$ cat src/rtl/rc4_crack_pkg.sv
// -----------------------------------------------------------------------------
// rc4_crack_pkg
// Shared definitions for the RC4 key-search dispatcher and its cracking cores.
//   KEY_W              width of an RC4 key candidate
//   BASE_W             width of the dispatch base counter (one extra bit so the
//                      counter can step past the last key without wrapping)
//   DEFAULT_BLOCK_BITS log2 of keys handed to a core per grant
//   DEFAULT_KEY_MAX    last key of the search space (inclusive)
//   state_e            one-hot dispatcher FSM states
//   block_step()       key increment between consecutive blocks
// -----------------------------------------------------------------------------
package rc4_crack_pkg;

  localparam int KEY_W  = 24;
  localparam int BASE_W = KEY_W + 1;

  localparam int              DEFAULT_BLOCK_BITS = 16;
  localparam logic [KEY_W-1:0] DEFAULT_KEY_MAX   = 24'h3FFFFF;

  typedef enum logic [4:0] {
    ST_IDLE     = 5'b00001,
    ST_DISPATCH = 5'b00010,
    ST_DRAIN    = 5'b00100,
    ST_FOUND    = 5'b01000,
    ST_NO_KEY   = 5'b10000
  } state_e;

  function automatic logic [BASE_W-1:0] block_step(input int block_bits);
    return BASE_W'(1) << block_bits;
  endfunction

endpackage

$ cat src/rtl/key_dispatcher_if.sv
// -----------------------------------------------------------------------------
// key_dispatcher_if
// Bundles the control and core-facing signals of the key dispatcher.
//   master modport : the dispatcher (drives grants and status)
//   slave modport  : the controller/core side (drives start and core status)
// Signals:
//   start           one-cycle pulse, begin a search
//   core_req        per-core level, core idle and asking for a block
//   core_done       per-core pulse, block exhausted without a match
//   core_found      per-core pulse, match found, key on core_key
//   core_key        flat vector, core i's key at [KEY_W*i +: KEY_W]
//   grant           one-hot one-cycle block assignment
//   grant_base_key  first key of the granted block
//   abort           all cores stop searching
//   busy            search in progress
//   key_found       a key was found (LEDR0)
//   no_key          space exhausted without a match (LEDR1)
//   found_key       latched winning key
// -----------------------------------------------------------------------------
interface key_dispatcher_if
  import rc4_crack_pkg::*;
#(
  parameter int N_CORES = 4
);

  logic                       start;
  logic [N_CORES-1:0]         core_req;
  logic [N_CORES-1:0]         core_done;
  logic [N_CORES-1:0]         core_found;
  logic [KEY_W*N_CORES-1:0]   core_key;

  logic [N_CORES-1:0]         grant;
  logic [KEY_W-1:0]           grant_base_key;
  logic                       abort;
  logic                       busy;
  logic                       key_found;
  logic                       no_key;
  logic [KEY_W-1:0]           found_key;

  modport master (
    input  start, core_req, core_done, core_found, core_key,
    output grant, grant_base_key, abort, busy, key_found, no_key, found_key
  );

  modport slave (
    output start, core_req, core_done, core_found, core_key,
    input  grant, grant_base_key, abort, busy, key_found, no_key, found_key
  );

endinterface

$ cat src/rtl/rr_arbiter.sv
// -----------------------------------------------------------------------------
// rr_arbiter
// Round-robin arbiter. Searches req_i starting at the rotating pointer and
// returns a one-hot grant (combinational). When a grant is issued the pointer
// moves to the index after the winner, so every requester gets its turn.
//   clk, reset  clock, synchronous active-low reset (pointer -> 0)
//   req_i       request vector
//   en_i        arbitration enable; no grant and no pointer move when low
//   grant_o     one-hot grant, zero when disabled or nothing requested
// -----------------------------------------------------------------------------
module rr_arbiter #(
  parameter int N     = 4,
  parameter int PTR_W = (N > 1) ? $clog2(N) : 1
) (
  input  logic         clk,
  input  logic         reset,
  input  logic [N-1:0] req_i,
  input  logic         en_i,
  output logic [N-1:0] grant_o
);

  logic [PTR_W-1:0] ptr_q, ptr_d;
  logic [PTR_W:0]   sum;
  logic [PTR_W-1:0] idx;
  logic             hit;

  // NOTE: every signal assigned in always_comb gets a default before any
  // branch; a path that leaves one unassigned would infer a latch.
  always_comb begin
    grant_o = '0;
    ptr_d   = ptr_q;
    hit     = 1'b0;
    sum     = '0;
    idx     = '0;
    for (int i = 0; i < N; i++) begin
      // Candidate index = (ptr + i) mod N without a divider.
      sum = {1'b0, ptr_q} + (PTR_W+1)'(i);
      if (sum >= (PTR_W+1)'(N)) begin
        sum = sum - (PTR_W+1)'(N);
      end
      idx = sum[PTR_W-1:0];
      if (en_i && !hit && req_i[idx]) begin
        hit          = 1'b1;
        grant_o[idx] = 1'b1;
        ptr_d        = (idx == PTR_W'(N-1)) ? '0 : idx + 1'b1;
      end
    end
  end

  // NOTE: state registers use non-blocking assignments so every flop samples
  // the pre-edge values regardless of process ordering.
  always_ff @(posedge clk) begin
    if (!reset) begin
      ptr_q <= '0;
    end else begin
      ptr_q <= ptr_d;
    end
  end

endmodule

$ cat src/rtl/key_dispatcher.sv
// -----------------------------------------------------------------------------
// key_dispatcher
// Hands out fixed-size blocks of the RC4 key space to N_CORES cracking cores,
// tracks which cores own a block, and reports either the winning key or that
// the whole space was searched without a match.
//   clk    sole clock, all logic on posedge
//   reset  synchronous, active-low
//   bus    key_dispatcher_if master modport (see interface header)
// Behaviour:
//   IDLE     wait for start; clear base counter and owner bitmap.
//   DISPATCH one round-robin grant per cycle to a requesting idle core; the
//            grant that pushes the base past KEY_MAX moves to DRAIN.
//   DRAIN    no grants; wait for every owner to report done.
//   FOUND    terminal; found_key holds the winning key.
//   NO_KEY   terminal; whole space exhausted.
// A found from an owning core beats done, grant and the NO_KEY exit.
// All outputs come straight from flops.
// -----------------------------------------------------------------------------
module key_dispatcher
  import rc4_crack_pkg::*;
#(
  parameter int               N_CORES    = 4,
  parameter int               BLOCK_BITS = DEFAULT_BLOCK_BITS,
  parameter logic [KEY_W-1:0] KEY_MAX    = DEFAULT_KEY_MAX
) (
  input  logic             clk,
  input  logic             reset,
  key_dispatcher_if.master bus
);

  localparam logic [BASE_W-1:0] STEP  = block_step(BLOCK_BITS);
  localparam logic [BASE_W-1:0] LIMIT = {1'b0, KEY_MAX};

  state_e              state_q, state_d;
  logic [BASE_W-1:0]   next_base_q, next_base_d;
  logic [N_CORES-1:0]  owner_q, owner_d;
  logic [N_CORES-1:0]  grant_q, grant_d;
  logic [KEY_W-1:0]    grant_base_q, grant_base_d;
  logic [KEY_W-1:0]    found_key_q, found_key_d;
  logic                abort_q, abort_d;
  logic                busy_q, busy_d;
  logic                key_found_q, key_found_d;
  logic                no_key_q, no_key_d;

  logic [N_CORES-1:0]  done_vld;
  logic [N_CORES-1:0]  found_vld;
  logic [N_CORES-1:0]  owner_freed;
  logic [N_CORES-1:0]  eligible;
  logic [N_CORES-1:0]  arb_grant;
  logic                arb_en;
  logic [KEY_W-1:0]    found_sel;
  logic [BASE_W-1:0]   next_base_inc;

  // Reports from cores that do not own a block are ignored.
  assign done_vld  = bus.core_done  & owner_q;
  assign found_vld = bus.core_found & owner_q;

  // Done is retired before arbitration so a core may finish and be re-granted
  // in the same cycle.
  assign owner_freed   = owner_q & ~done_vld;
  assign eligible      = bus.core_req & ~owner_freed;
  assign arb_en        = (state_q == ST_DISPATCH) && (found_vld == '0);
  assign next_base_inc = next_base_q + STEP;

  rr_arbiter #(
    .N (N_CORES)
  ) u_arb (
    .clk     (clk),
    .reset   (reset),
    .req_i   (eligible),
    .en_i    (arb_en),
    .grant_o (arb_grant)
  );

  // Lowest-index winner: scan downward so the lowest hit is written last.
  always_comb begin
    found_sel = '0;
    for (int i = N_CORES - 1; i >= 0; i--) begin
      if (found_vld[i]) begin
        found_sel = bus.core_key[KEY_W*i +: KEY_W];
      end
    end
  end

  always_comb begin
    state_d      = state_q;
    next_base_d  = next_base_q;
    owner_d      = owner_q;
    grant_d      = '0;
    grant_base_d = '0;
    found_key_d  = found_key_q;

    unique case (state_q)
      ST_IDLE: begin
        if (bus.start) begin
          state_d     = ST_DISPATCH;
          next_base_d = '0;
          owner_d     = '0;
        end
      end

      ST_DISPATCH: begin
        if (found_vld != '0) begin
          state_d     = ST_FOUND;
          found_key_d = found_sel;
        end else begin
          owner_d = owner_freed;
          if (arb_grant != '0) begin
            grant_d      = arb_grant;
            grant_base_d = next_base_q[KEY_W-1:0];
            owner_d      = owner_freed | arb_grant;
            next_base_d  = next_base_inc;
            if (next_base_inc > LIMIT) begin
              state_d = ST_DRAIN;
            end
          end
        end
      end

      ST_DRAIN: begin
        if (found_vld != '0) begin
          state_d     = ST_FOUND;
          found_key_d = found_sel;
        end else begin
          owner_d = owner_freed;
          if (owner_freed == '0) begin
            state_d = ST_NO_KEY;
          end
        end
      end

      ST_FOUND, ST_NO_KEY: begin
        state_d = state_q;
      end

      default: begin
        state_d = ST_IDLE;
      end
    endcase

    // Status flags follow the next state so they line up with state_q.
    busy_d      = (state_d == ST_DISPATCH) || (state_d == ST_DRAIN);
    abort_d     = (state_d == ST_FOUND) || (state_d == ST_NO_KEY);
    key_found_d = (state_d == ST_FOUND);
    no_key_d    = (state_d == ST_NO_KEY);
  end

  always_ff @(posedge clk) begin
    if (!reset) begin
      state_q      <= ST_IDLE;
      next_base_q  <= '0;
      owner_q      <= '0;
      grant_q      <= '0;
      grant_base_q <= '0;
      found_key_q  <= '0;
      abort_q      <= 1'b0;
      busy_q       <= 1'b0;
      key_found_q  <= 1'b0;
      no_key_q     <= 1'b0;
    end else begin
      state_q      <= state_d;
      next_base_q  <= next_base_d;
      owner_q      <= owner_d;
      grant_q      <= grant_d;
      grant_base_q <= grant_base_d;
      found_key_q  <= found_key_d;
      abort_q      <= abort_d;
      busy_q       <= busy_d;
      key_found_q  <= key_found_d;
      no_key_q     <= no_key_d;
    end
  end

  assign bus.grant          = grant_q;
  assign bus.grant_base_key = grant_base_q;
  assign bus.found_key      = found_key_q;
  assign bus.abort          = abort_q;
  assign bus.busy           = busy_q;
  assign bus.key_found      = key_found_q;
  assign bus.no_key         = no_key_q;

endmodule

$ cat src/flat_wrapper.sv
// flat-port wrapper written by rule: the top's interface ports become plain ports
module key_dispatcher_flat import rc4_crack_pkg::*;
#(
  parameter int               N_CORES    = 4,
  parameter int               BLOCK_BITS = DEFAULT_BLOCK_BITS,
  parameter logic [KEY_W-1:0] KEY_MAX    = DEFAULT_KEY_MAX
)
  (clk, reset, bus_start, bus_core_req, bus_core_done, bus_core_found, bus_core_key, bus_grant, bus_grant_base_key, bus_abort, bus_busy, bus_key_found, bus_no_key, bus_found_key);
  key_dispatcher_if #(.N_CORES(N_CORES)) bus_i ();
  input  logic clk;
  input  logic reset;
  input wire logic [$bits(bus_i.start)-1:0] bus_start;
  input wire logic [$bits(bus_i.core_req)-1:0] bus_core_req;
  input wire logic [$bits(bus_i.core_done)-1:0] bus_core_done;
  input wire logic [$bits(bus_i.core_found)-1:0] bus_core_found;
  input wire logic [$bits(bus_i.core_key)-1:0] bus_core_key;
  output wire logic [$bits(bus_i.grant)-1:0] bus_grant;
  output wire logic [$bits(bus_i.grant_base_key)-1:0] bus_grant_base_key;
  output wire logic [$bits(bus_i.abort)-1:0] bus_abort;
  output wire logic [$bits(bus_i.busy)-1:0] bus_busy;
  output wire logic [$bits(bus_i.key_found)-1:0] bus_key_found;
  output wire logic [$bits(bus_i.no_key)-1:0] bus_no_key;
  output wire logic [$bits(bus_i.found_key)-1:0] bus_found_key;
  assign bus_i.start = bus_start;
  assign bus_i.core_req = bus_core_req;
  assign bus_i.core_done = bus_core_done;
  assign bus_i.core_found = bus_core_found;
  assign bus_i.core_key = bus_core_key;
  assign bus_grant = bus_i.grant;
  assign bus_grant_base_key = bus_i.grant_base_key;
  assign bus_abort = bus_i.abort;
  assign bus_busy = bus_i.busy;
  assign bus_key_found = bus_i.key_found;
  assign bus_no_key = bus_i.no_key;
  assign bus_found_key = bus_i.found_key;
  key_dispatcher #(.N_CORES(N_CORES), .BLOCK_BITS(BLOCK_BITS), .KEY_MAX(KEY_MAX)) u_core (.clk(clk), .reset(reset), .bus(bus_i));
endmodule
$ cat config.mk
export PLATFORM = sky130hd
export DESIGN_NAME = key_dispatcher_flat
export DESIGN_NICKNAME = d
export VERILOG_FILES = /design/src/rtl/rc4_crack_pkg.sv /design/src/rtl/key_dispatcher_if.sv /design/src/rtl/rr_arbiter.sv /design/src/rtl/key_dispatcher.sv /design/src/flat_wrapper.sv
export SDC_FILE = /design/constraint.sdc
export NUM_CORES = 1
export LEC_CHECK = 0
export ABC_AREA = 1
export CORE_ASPECT_RATIO = 0.75
export CORE_MARGIN = 4
export CORE_UTILIZATION = 46
export DETAILED_ROUTE_END_ITERATION = 8
export GPL_ROUTABILITY_DRIVEN = 0
export PLACE_DENSITY = 0.87
export SKIP_LAST_GASP = 1
export SYNTH_ARGS = -nofsm -noshare
export SYNTH_HDL_FRONTEND = slang
export SYNTH_SLANG_ARGS = --single-unit
$ cat constraint.sdc
create_clock -name clk -period 5.9 [get_ports clk]
set_input_delay 0.59 -clock clk [delete_from_list [all_inputs] [get_ports clk]]
set_output_delay 0.59 -clock clk [all_outputs]
set_load 0.02 [all_outputs]
==> results_dict.tcl <==
set metrics [dict create \
    outcome "finished, final reports clean" \
    p_comb_frac 0.178 \
    core_area_um2 7920 \
    ys_warn_count 0 \
    grt_pass1_vias 3991 \
    clock_path_buffers 2 \
    drive_above_1_share 0.0690 \
    whs_path_depth 2 \
    synthDistinctLibCells 36 \
    r2r_cells 10 \
    path_class "in -> reg" \
    p_leak_nw 2.26 \
    synth_edf_count 0 \
    cp.required_ps 6160 \
    yosysSeqAreaShare 0.320 \
    ys_ff_latch 60 \
    vias 4179 \
    cts.sinks 60 \
    grt_max_degree 49 \
    grt_use_total 0.240 \
    io_pins 167 \
    fp.dieH_um 86.2 \
    max_freq_mhz 300 \
    slew_violations 0 \
    period_minus_slack_ps 3330 \
    seq_area_um2 1200 \
    totalWireLength_mm 11.7 \
    multi_input_area_um2 2180 \
    clkPwrFrac 0.398 \
    drv_cap 0 \
    setup_viol 0 \
    p_int_mw 0.728 \
    ctsHoldBuffers 0 \
    finalCritPeriodShare 0.565 \
    die_w_um 112 \
    crit_chain "clkdlybuf4s50_1 > nand2_2 > buf_4 > nand4_4 > nand2_1 > inv_1 > nor3_1 > nand2_1 > inv_1 > o21ai_0 > a21oi_1" \
    area_growth_pct 45.3 \
    route.detailed.drc 0 \
    n_antenna_cell 0 \
    numCtsBuffers 9 \
    ys_async_sr_fraction 0 \
    drtIter0Drc 336 \
    finalSetupTns_ps 0 \
    grt_pass1_wl_mm 18.9 \
    endpoint_kind "flip-flop" \
    initial_utilization 0.474 \
    arrival_ps 3590 \
    power_density_nw_per_um2 179 \
    startpoint_type "input pin" \
    rows 28 \
    power_mw 0.978 \
    ant_nets 0 \
    synth-main-ff-cell "dfxtp_1" \
    synth_area_um2 3750 \
    seqPwrFrac 0.424 \
    cts_tree "done" \
    avgSynthCellArea_um2 6.63 \
    crit_fanout 27 \
    critPathMaxStageDelay_ps 670 \
    vias_per_cell 5.13 \
    clockRootBuffer "clkbuf_8" \
    cts_setup_buffers 0 \
    dieArea_um2 9680 \
    hold_path.class "reg -> reg" \
    portBuffers 150 \
    ys_top_cells_by_area "dfxtp_1, nand2_1, a21oi_1, nor2_1, inv_1" \
    clk_latency_ps 340 \
    tightest_slew_ps 960 \
    avgRoutedWirePerCell_um 14.4 \
    vdd_ir_drop_max_mv 0.163 \
    yosysTopAreaCell "dfxtp_1" \
    yosysTopAreaCellShare 0.320 \
    maxSlewHeadroom 0.358 \
    synth_commonest_cells "nand2_1, dfxtp_1, nor2_1" \
    synth.most_common_cell "nand2_1" \
    nets 824 \
    critPathSlowestCell "nand2_1" \
    htreeDepth 3 \
    firstDrtPassIters 5 \
    hpwl_mm 9.03 \
    rsz0062_at_grt "false" \
    cts.clk_slew.worst_paths_ps 70 \
    cts_resized 0 \
    fillers 698 \
    finalHoldViolations 0 \
    skew_ps 7.03 \
    antenna_found_initial 0 \
    p_sw_frac 0.256 \
    postSynthCellCount 566 \
    switchingPower_mw 0.250 \
    grt_overflow 0 \
]
## cell families after synthesis
kind of cell | Yosys count | synth area share
and+or+nand+nor | 292 | 0.363
AOI/OAI and AO/OA | 107 | 0.163
buffers and inverters | 92 | 0.114
DFF | 60 | 0.320
xor gates and xnor gates | 7 | 0.0163
adders and majority gates | 7 | 0.0233
other | 1 | 0.00100
## state kept, by name (all words and copies together), names as in the netlist
signal / flops
u_core.bus.key_found: 1
u_core.bus.abort: 1
u_core.bus.found_key: 24
u_core.bus.no_key: 1
u_core.bus.busy: 1
u_core.u_arb.ptr_q: 2
u_core.next_base_q: 9
u_core.owner_q: 4
u_core.bus.grant_base_key: 8
u_core.bus.grant: 4
u_core.state_q: 5
## power by group through the flow
stage	logic [mW]	clock network (mW)	registers [mW]
after global placement	0.167	0	0.424
after global routing	0.189	0.412	0.416
final	0.174	0.389	0.415
after detailed placement	0.171	0	0.424
after CTS	0.173	0.392	0.415
after floorplan	0.0894	0	0.423
## per-layer routing
layer	vias up	global-route usage	part of all wire
met5	-	0	0
li1	2083	-	-
met1	1931	0.291	0.43
met3	12	0.0698	0.064
met4	0	0.0502	0.0093
met2	153	0.426	0.49
## metrics by stage
stage	hold WS, ps	setup WS (ps)	instance area, um2	std cells	utilization
after floorplan	440	3790	3810	581	-
after global placement	452	2410	5240	800	0.662
after detailed placement	461	2250	5240	800	0.662
after CTS	470	2590	5450	815	0.689
after global routing	518	2120	5450	815	0.689
final	471	2570	5450	815	0.689
## area by class of cell
cell class,instances,share of cell area
Timing Repair Buffer,153,0.280
Tap cell,105,0.0241
Sequential cell,60,0.220
Clock inverter,3,0.00826
Multi-Input combinational cell,429,0.400
Inverter,53,0.0376
Clock buffer,12,0.0303
## layout by cell type, fill, tap and decap left out, types with 2 or more instances in the layout
| cell | netlist | routed |
|---|---|---|
| a211oi_1 | 24 | 24 |
| inv_1 | 50 | 50 |
| clkbuf_8 | 0 | 12 |
| xor2_1 | 6 | 6 |
| a21oi_1 | 45 | 45 |
| nor4_1 | 3 | 3 |
| dfxtp_1 | 60 | 60 |
| nand3_2 | 12 | 12 |
| nand4_4 | 2 | 2 |
| nand3_1 | 21 | 21 |
| nand2_1 | 175 | 175 |
| nor3_1 | 6 | 6 |
| nand4_1 | 2 | 2 |
| nor2_4 | 3 | 3 |
| o21ai_0 | 31 | 31 |
| conb_1 | 1 | 16 |
| buf_4 | 16 | 3 |
| nor2_2 | 2 | 2 |
| nor2_1 | 56 | 56 |
| ha_1 | 7 | 7 |
| nor2_8 | 2 | 2 |
| clkinvlp_4 | 0 | 2 |
| a31oi_1 | 3 | 3 |
| clkdlybuf4s50_1 | 0 | 150 |
| nand2_2 | 4 | 4 |
| nand3_4 | 2 | 2 |
## critical path, delay by kind of cell
family / cells / cell delay, ps
AOI/OAI and AO/OA: 2 / 240
buffers and inverters: 4 / 1360
and+or+nand+nor: 5 / 1380
## worst paths after layout
kind	from	endpoint	slack, ps
setup / recovery	bus_core_found[1]	u_core.owner_q[2]$_SDFFE_PN0P_	2570
hold / removal	u_core.next_base_q[21]$_SDFFE_PN0P_	u_core.next_base_q[21]$_SDFFE_PN0P_	470
setup reg to reg	u_core.owner_q[1]$_SDFFE_PN0P_	u_core.owner_q[2]$_SDFFE_PN0P_	2880
hold reg to reg	u_core.next_base_q[21]$_SDFFE_PN0P_	u_core.next_base_q[21]$_SDFFE_PN0P_	470
No activity file was read; power rests on OpenSTA's default activity.
